<file path="config.mk">
export PLATFORM = sky130hd
export DESIGN_NAME = lfa_accum_stage_flat
export DESIGN_NICKNAME = d
export VERILOG_FILES = /design/src/rtl/lfa_accum_stage_if.sv /design/src/rtl/lfa_accum_stage.sv /design/src/flat_wrapper.sv
export SDC_FILE = /design/constraint.sdc
export NUM_CORES = 1
export LEC_CHECK = 0
export BUFFER_PORTS_ARGS = -buffer_cell sky130_fd_sc_hd__buf_2
export CAP_MARGIN = 20
export CORE_ASPECT_RATIO = 0.75
export CORE_MARGIN = 3
export CORE_UTILIZATION = 45
export CTS_CLUSTER_SIZE = 30
export DETAILED_ROUTE_END_ITERATION = 10
export GPL_TIMING_DRIVEN = 0
export PLACE_DENSITY_LB_ADDON = 0.15
export REMOVE_ABC_BUFFERS = 1
export SYNTH_ARGS = -nofsm -noshare
export SYNTH_HDL_FRONTEND = slang
export SYNTH_SLANG_ARGS = --single-unit
export TNS_END_PERCENT = 5
</file>
<file path="constraint.sdc">
create_clock -name CLK -period 3.28 [get_ports CLK]
set_input_delay 0.328 -clock CLK [delete_from_list [all_inputs] [get_ports CLK]]
set_output_delay 0.328 -clock CLK [all_outputs]
set_load 0.05 [all_outputs]
</file>
<file path="src/rtl/lfa_accum_stage_if.sv">
// Valid/ready bundle for the LFA accumulator stage:
// operand stream in, packet result out.
interface lfa_accum_stage_if #(
  parameter int CW    = 6,
  parameter int CNT_W = 16
);
  logic             IN_VALID;
  logic             IN_READY;
  logic [26:0]      IN_DATA;
  logic             IN_LAST;
  logic             OUT_VALID;
  logic             OUT_READY;
  logic [26+CW:0]   OUT_SUM;
  logic [CNT_W-1:0] OUT_COUNT;
  logic             OUT_OVF;

  modport master (
    output IN_VALID, IN_DATA, IN_LAST, OUT_READY,
    input  IN_READY, OUT_VALID, OUT_SUM,
    input  OUT_COUNT, OUT_OVF
  );

  modport slave (
    input  IN_VALID, IN_DATA, IN_LAST, OUT_READY,
    output IN_READY, OUT_VALID, OUT_SUM,
    output OUT_COUNT, OUT_OVF
  );
endinterface

</file>
<file path="src/rtl/lfa_accum_stage.sv">
// Packet accumulator behind a 27-bit Ladner-Fischer adder;
// carry-out feeds a wrapping upper counter.
module lfa_accum_stage #(
  parameter int CW    = 6,
  parameter int CNT_W = 16
) (
  input logic               CLK,
  input logic               RST_N,
  lfa_accum_stage_if.slave  bus
);

  typedef enum logic {
    ACCUM = 1'b0,
    DONE  = 1'b1
  } state_e;

  state_e           state_q;
  logic             s1_v_q;
  logic             s1_last_q;
  logic [26:0]      s1_data_q;
  logic [26:0]      acc_lo_q;
  logic [CW-1:0]    acc_hi_q;
  logic [CNT_W-1:0] cnt_q;
  logic             ovf_q;

  logic [CW-1:0]    acc_hi_d;
  logic [CNT_W-1:0] cnt_d;
  logic             ovf_d;
  logic             drain;
  logic             rdy;
  logic             load;
  logic [27:0]      sum;

  UBLFA_26_0_26_0 u_add (
    .X (acc_lo_q),
    .Y (s1_data_q),
    .S (sum)
  );

  assign drain = s1_v_q & (state_q == ACCUM);
  assign rdy   = RST_N & (!s1_v_q | drain);
  assign load  = bus.IN_VALID & rdy;

  assign acc_hi_d = acc_hi_q + CW'(sum[27]);
  assign ovf_d    = ovf_q | (sum[27] & (&acc_hi_q));
  assign cnt_d    = (&cnt_q) ? cnt_q
                  : cnt_q + 1'b1;

  always_ff @(posedge CLK) begin
    if (!RST_N) begin
      state_q   <= ACCUM;
      s1_v_q    <= 1'b0;
      s1_last_q <= 1'b0;
      s1_data_q <= '0;
      acc_lo_q  <= '0;
      acc_hi_q  <= '0;
      cnt_q     <= '0;
      ovf_q     <= 1'b0;
    end else begin
      if (load) begin
        s1_v_q    <= 1'b1;
        s1_data_q <= bus.IN_DATA;
        s1_last_q <= bus.IN_LAST;
      end else if (drain) begin
        s1_v_q    <= 1'b0;
      end
      unique case (state_q)
        ACCUM: begin
          if (drain) begin
            acc_lo_q <= sum[26:0];
            acc_hi_q <= acc_hi_d;
            ovf_q    <= ovf_d;
            cnt_q    <= cnt_d;
            if (s1_last_q)
              state_q <= DONE;
          end
        end
        DONE: begin
          // held S1 beat waits one edge
          if (bus.OUT_READY) begin
            acc_lo_q <= '0;
            acc_hi_q <= '0;
            cnt_q    <= '0;
            ovf_q    <= 1'b0;
            state_q  <= ACCUM;
          end
        end
        default: state_q <= ACCUM;
      endcase
    end
  end

  assign bus.IN_READY  = rdy;
  assign bus.OUT_VALID = RST_N & (state_q == DONE);
  assign bus.OUT_SUM   = RST_N ? {acc_hi_q, acc_lo_q}
                       : '0;
  assign bus.OUT_COUNT = RST_N ? cnt_q : '0;
  assign bus.OUT_OVF   = RST_N & ovf_q;

endmodule

module UBLFA_26_0_26_0 (
  input  logic [26:0] X,
  input  logic [26:0] Y,
  output logic [27:0] S
);

  logic [26:0] g;
  logic [26:0] p;

  // g[i] ends as the group generate of bits [0..i]
  always_comb begin
    g = X & Y;
    p = X ^ Y;
    for (int l = 0; l < 5; l++) begin
      for (int b = (1 << l); b < 27; b += (2 << l)) begin
        for (int k = 0; k < (1 << l); k++) begin
          if (b + k < 27) begin
            g[b+k] = g[b+k] | (p[b+k] & g[b-1]);
            p[b+k] = p[b+k] & p[b-1];
          end
        end
      end
    end
    S = {g[26], (X ^ Y) ^ {g[25:0], 1'b0}};
  end

endmodule

</file>
<file path="src/flat_wrapper.sv">
// flat-port wrapper written by rule: the top's interface ports become plain ports
module lfa_accum_stage_flat 
#(
  parameter int CW    = 6,
  parameter int CNT_W = 16
)
  (CLK, RST_N, bus_IN_VALID, bus_IN_DATA, bus_IN_LAST, bus_OUT_READY, bus_IN_READY, bus_OUT_VALID, bus_OUT_SUM, bus_OUT_COUNT, bus_OUT_OVF);
  lfa_accum_stage_if #(.CW(CW), .CNT_W(CNT_W)) bus_i ();
  input logic CLK;
  input logic RST_N;
  input wire logic [$bits(bus_i.IN_VALID)-1:0] bus_IN_VALID;
  input wire logic [$bits(bus_i.IN_DATA)-1:0] bus_IN_DATA;
  input wire logic [$bits(bus_i.IN_LAST)-1:0] bus_IN_LAST;
  input wire logic [$bits(bus_i.OUT_READY)-1:0] bus_OUT_READY;
  output wire logic [$bits(bus_i.IN_READY)-1:0] bus_IN_READY;
  output wire logic [$bits(bus_i.OUT_VALID)-1:0] bus_OUT_VALID;
  output wire logic [$bits(bus_i.OUT_SUM)-1:0] bus_OUT_SUM;
  output wire logic [$bits(bus_i.OUT_COUNT)-1:0] bus_OUT_COUNT;
  output wire logic [$bits(bus_i.OUT_OVF)-1:0] bus_OUT_OVF;
  assign bus_i.IN_VALID = bus_IN_VALID;
  assign bus_i.IN_DATA = bus_IN_DATA;
  assign bus_i.IN_LAST = bus_IN_LAST;
  assign bus_i.OUT_READY = bus_OUT_READY;
  assign bus_IN_READY = bus_i.IN_READY;
  assign bus_OUT_VALID = bus_i.OUT_VALID;
  assign bus_OUT_SUM = bus_i.OUT_SUM;
  assign bus_OUT_COUNT = bus_i.OUT_COUNT;
  assign bus_OUT_OVF = bus_i.OUT_OVF;
  lfa_accum_stage #(.CW(CW), .CNT_W(CNT_W)) u_core (.CLK(CLK), .RST_N(RST_N), .bus(bus_i));
endmodule
</file>
[Word level (Yosys, flattened, before mapping)]
Cells that the tools add are included.
Word-level totals
  bits in registers: 80
  input bits: 32
  output and inout bits: 52
  logic and storage cells: 206
Operators by class
  add/sub/neg operators: 2
  eq/ne operators: 3
  multiplexer cells: 21
  bitwise logic cells: 166
  reductions and logical operators: 6
Operators with widths (number)
  1-bit bitwise AND: 100
  16-bit 2-to-1 mux: 4
  1-bit bitwise OR: 62
  27-bit 2-to-1 mux: 2
  27-bit case mux with 2 select lines: 1
  27-bit XOR: 2
  33-bit 2-to-1 mux: 1
  16-bit case mux with 2 select lines: 1
  27-bit bitwise AND: 1
  16-bit by 1-bit adder with 16-bit output, second input constant: 1
  16-bit AND reduction: 1
  6-bit 2-to-1 mux: 2
  6-bit case mux with 2 select lines: 1
  1-bit 2-to-1 mux: 7
  6-bit by 1-bit adder with 6-bit output: 1
  6-bit AND reduction: 1
  2-bit inequality test, second input constant: 2
  1-bit case mux with 2 select lines: 2
  3-bit AND reduction: 1
  2-bit by 1-bit inequality test with 1-bit output, second input constant: 1
  2-bit AND reduction: 1
  2-bit nonzero test: 1
  1-bit logical NOT: 1
  1-bit NOT: 1

[Depth between registers and ports, before layout]
  depth after elaboration: 15
  gate-level depth with buffers: 16
  depth with buffers taken out: 16

[By module]
Synthesis repeated with hierarchy kept, for this count alone.
Second synthesis, totals
  cell total of the unflattened synthesis: 520
  area, all modules: 4503.1 um2
By module, submodules not included
  lfa_accum_stage: times used 1, cells an instance 396, area an instance 3473.3 um2, seq. area each 1601.5 um2
  UBLFA_26_0_26_0: times used 1, cells an instance 124, area an instance 1029.7 um2, seq. area each 0.0 um2

[Worst setup path after synthesis]
No wires, ideal clock.
  path type: flip-flop to flip-flop
  start: register u_core.s1_data_q[0]
  end: register u_core.acc_hi_q[5]
  setup time: 0.070 ns
  arrival: 2.980 ns
  required time: 3.210 ns
  path slack: 0.230 ns
  cell stages (with the launch flop): 16
  buffers on the path: 0
  clock period less this slack: 3.050 ns
  cells stage by stage: dfxtp_1 ha_1 inv_1 fa_1 nand2b_1 a21o_1 a32o_2 a2bb2oi_4 nand2_4 a31o_2 a21o_1 a21o_1 ha_1 nand3_1 or3_1 a21oi_1
On the way
  word-level cells in the longest chain between the ends: 14
Ends and longest elaborated chain
  from (decl): line lfa_accum_stage.sv:20  | logic [26:0] s1_data_q;
  from (signal assigned): line lfa_accum_stage.sv:62  | s1_data_q <= bus.IN_DATA;
  27-bit bitwise AND: line lfa_accum_stage.sv:113  | g = X & Y;
  1-bit bitwise AND: line lfa_accum_stage.sv:119  | g[b+k] = g[b+k] | (p[b+k] & g[b-1]);
  1-bit bitwise OR: line lfa_accum_stage.sv:119
  1-bit bitwise AND: line lfa_accum_stage.sv:119
  1-bit bitwise OR: line lfa_accum_stage.sv:119
  1-bit bitwise AND: line lfa_accum_stage.sv:119
  1-bit bitwise OR: line lfa_accum_stage.sv:119
  1-bit bitwise AND: line lfa_accum_stage.sv:119
  1-bit bitwise OR: line lfa_accum_stage.sv:119
  1-bit bitwise AND: line lfa_accum_stage.sv:119
  1-bit bitwise OR: line lfa_accum_stage.sv:119
  6-bit by 1-bit adder with 6-bit output: line lfa_accum_stage.sv:44  | assign acc_hi_d = acc_hi_q + CW'(sum[27]);
  6-bit 2-to-1 mux: line lfa_accum_stage.sv:69  | if (drain) begin
  6-bit case mux with 2 select lines: line lfa_accum_stage.sv:67  | unique case (state_q)
  to (signal assigned): line lfa_accum_stage.sv:71  | acc_hi_q <= acc_hi_d;
  to (decl): line lfa_accum_stage.sv:22  | logic [CW-1:0] acc_hi_q;
No other way between the ends. The select of a mux whose other input is x is not followed.
A chain may end at the register's enable or synchronous reset.

[Final worst setup path]
Same ends and word-level chain as after synthesis.

==> flow_metrics.tcl <==
set metrics [dict create \
    cts.sinks 80 \
    reg2reg_slack_ps 170 \
    synthArstFlopShare_pct 0 \
    firstDrtPassIters 4 \
    reg2reg_from "u_core.s1_data_q[0]" \
    synth.area.top_cells "dfxtp_1 (37%), nand2_1 (8.6%), ha_1 (8.3%)" \
    p_total_mw 2.45 \
    fin_util_pct 57.8 \
    ys_seq_area_share_pct 36.6 \
    grt.overflow.total 0 \
    vdd_drop_max_uv 298 \
    setup_viol 0 \
    area_growth_pct 22.4 \
    route.vias.total 3877 \
    cts_tree "done" \
    synth_edf_count 0 \
    rsz0062_at_grt "false" \
    avgViaCountPerCell 5.19 \
    fp.dieW_um 120 \
    yosys.area.top_type_share_pct 36.6 \
    worstPathMaxFanout 5 \
    dp_cells 728 \
    hold_class "primary input to flop" \
    grt_pass1_vias 3769 \
    cts_buffers 9 \
    dp_hpwl_mm 7.38 \
    drtAntennaViolNets 0 \
    synth_cell_type_count 56 \
    synth-seq-cells 80 \
    finalMaxSlewViolations 0 \
    required_ps 3530 \
    cts-root-buf "clkbuf_16" \
    synth_ff_type "dfxtp_1" \
    place_ws_ps -62.6 \
    syn_inst 535 \
    io_pins 84 \
    gr-usage-all-layers_pct 20.2 \
    end_kind "flop" \
    timing.final.ws_setup_ps 172 \
    ff2ff_path_depth 15 \
    synth_commonest_cells "nand2_1 (100), dfxtp_1 (80), and2_1 (55)" \
    finalCriticalPeriod_ps 3110 \
    port_buffers 83 \
    drt_iter0_drc 247 \
    nets 681 \
    fin_crit_sh_pct 94.7 \
    timing.rr.end "u_core.acc_hi_q[5]" \
    relSlewSlack_pct 45.8 \
    hold_start "bus_IN_DATA[5]" \
    gp_congestion 0.815 \
    tightestPinTransition_ps 810 \
    drc 0 \
    yosys_warnings 0 \
    cts_buffer_depth 2 \
    n_fill_cell 883 \
    antenna_found_initial 0 \
    grt_max_degree 50 \
    wl_per_cell_um 13.9 \
    synth_most_common_cell "nand2_1" \
    clkTransAtPathRegs_ps 60 \
    finClkSkew_ps 5.17 \
    synth_top_area_cell "dfxtp_1" \
    holdPathStages 3 \
    cp_data_arrival_time_ps 3360 \
    die_y_um 91.4 \
    clkLatencyLatePin_ps 340 \
    worstSetupStartpointType "flop" \
    n_antenna_cell 0 \
    hold_viol_final 0 \
    post_synth_instance_area_um2 4380 \
    initial_core_util_pct 47.2 \
    htreeDepth 3 \
    drive_gt1_share_pct 20.4 \
    min_to "u_core.s1_data_q[5]" \
    leakage_nw 2.53 \
    wl_mm 10.4 \
    core-area_um2 9270 \
    p_per_area_nw_per_um2 457 \
    avgSynthCellArea_um2 8.18 \
    critical_path_class "flop to flop" \
    cap_violations 0 \
    rows 30 \
    status "complete, no violations" \
    dieArea_um2 11000 \
    instances_no_fill 747 \
    grt_first_pass_wirelength_mm 17.9 \
    timing.fmax_mhz 322 \
]
## state kept, by name (all words and copies together) (netlist names)
name and flops:
u_core.s1_last_q 1, u_core.cnt_q 16, u_core.ovf_q 1, u_core.acc_hi_q 6
u_core.s1_v_q 1, u_core.state_q 1, u_core.s1_data_q 27, u_core.acc_lo_q 27
## area by class of cell
type | count | area [um2] | area share, %
Clock buffer | 12 | 256 | 4.79
Clock inverter | 3 | 65.1 | 1.21
Inverter | 22 | 82.6 | 1.54
Multi-Input combinational cell | 412 | 2640 | 49.3
Sequential cell | 80 | 1600 | 29.9
Tap cell | 128 | 160 | 2.99
Timing Repair Buffer | 90 | 548 | 10.2
## power by group
| part | total, mW | switching (mW) | internal (mW) |
|---|---|---|---|
| Combinational | 0.315 | 0.198 | 0.118 |
| Clock | 1.09 | 0.385 | 0.703 |
| Sequential | 1.05 | 0.0282 | 1.02 |
| Total | 2.45 | 0.611 | 1.84 |
## critical path: stages (launching register included)
cell and delay, ps:
dfxtp_1 340, ha_1 140, inv_1 50, fa_2 360, nand2b_4 150, a21o_1 190
a32o_2 300, a2bb2oi_4 190, nand2_4 100, a31o_4 170, a21o_1 130, a21o_1 120
ha_2 190, nand3_2 110, or3_1 360, a21oi_1 140
## how the worst max path moves through the flow
stage,to,cells past startpoint,start
after CTS,u_core.acc_hi_q[5],15,u_core.s1_data_q[0]
after global routing,u_core.acc_hi_q[5],15,u_core.s1_data_q[0]
after global placement,u_core.acc_lo_q[14],4,RST_N
after floorplan,u_core.acc_hi_q[5],15,u_core.s1_data_q[0]
final,u_core.acc_hi_q[5],15,u_core.s1_data_q[0]
after detailed placement,u_core.acc_hi_q[5],15,u_core.s1_data_q[0]
## cell families (layout without fill, tap and decap cells)
family                     after synthesis  in the layout  share of synthesized area [%]
xor gates and xnor gates                25             25                           5.00
AOI/OAI and AO/OA                       94             94                           14.6
adders and majority gates               34             34                           10.6
muxes                                    1              1                          0.229
and+or+nand+nor                        258            258                           29.3
buffers and inverters                   43            127                           3.69
DFF                                     80             80                           36.6
## cells in the final DEF (no fill, tap or decap), drive strengths merged, types with 2 or more instances in the layout
cell type,count
a211oi,2
fa,5
nand2b,5
xnor2,8
o211ai,3
a21o,5
a31o,2
o21a,3
clkbuf,12
and3,5
nand3,39
inv,22
a22o,4
and4,2
o21ai,35
a32o,4
or3,6
o31ai,3
nand4,5
nand2,101
nor2,30
a2111oi,2
and2,57
ha,29
nor3,5
buf,90
a21oi,22
xor2,17
bufinv,2
dfxtp,80
## metal layers
layer | track usage [%] | vias to the layer above | wire (um)
li1 | - | 1977 | -
met1 | 26.8 | 1798 | 5000
met2 | 32.0 | 91 | 4690
met3 | 5.42 | 11 | 564
met4 | 6.67 | 0 | 156
met5 | 0 | - | 0
## metrics by stage
| step | area [um2] | hold slack, ps | setup TNS, ps |
|---|---|---|---|
| after global routing | 5360 | 161 | 0 |
| final | 5360 | 170 | 0 |
| after global placement | 4870 | 447 | -1630 |
| after detailed placement | 4940 | 445 | -66.4 |
| after floorplan | 4300 | 427 | 0 |
| after CTS | 5280 | 159 | 0 |
## what timing repair did
action                     4_1_cts  5_1_grt
buffers inserted                 1        1
setup endpoints to repair        2        4
resized for setup                3        3
hold buffers                     0        0
pin swaps                        1        2
gates cloned                     0        0
(Power assumes the default switching activity.)
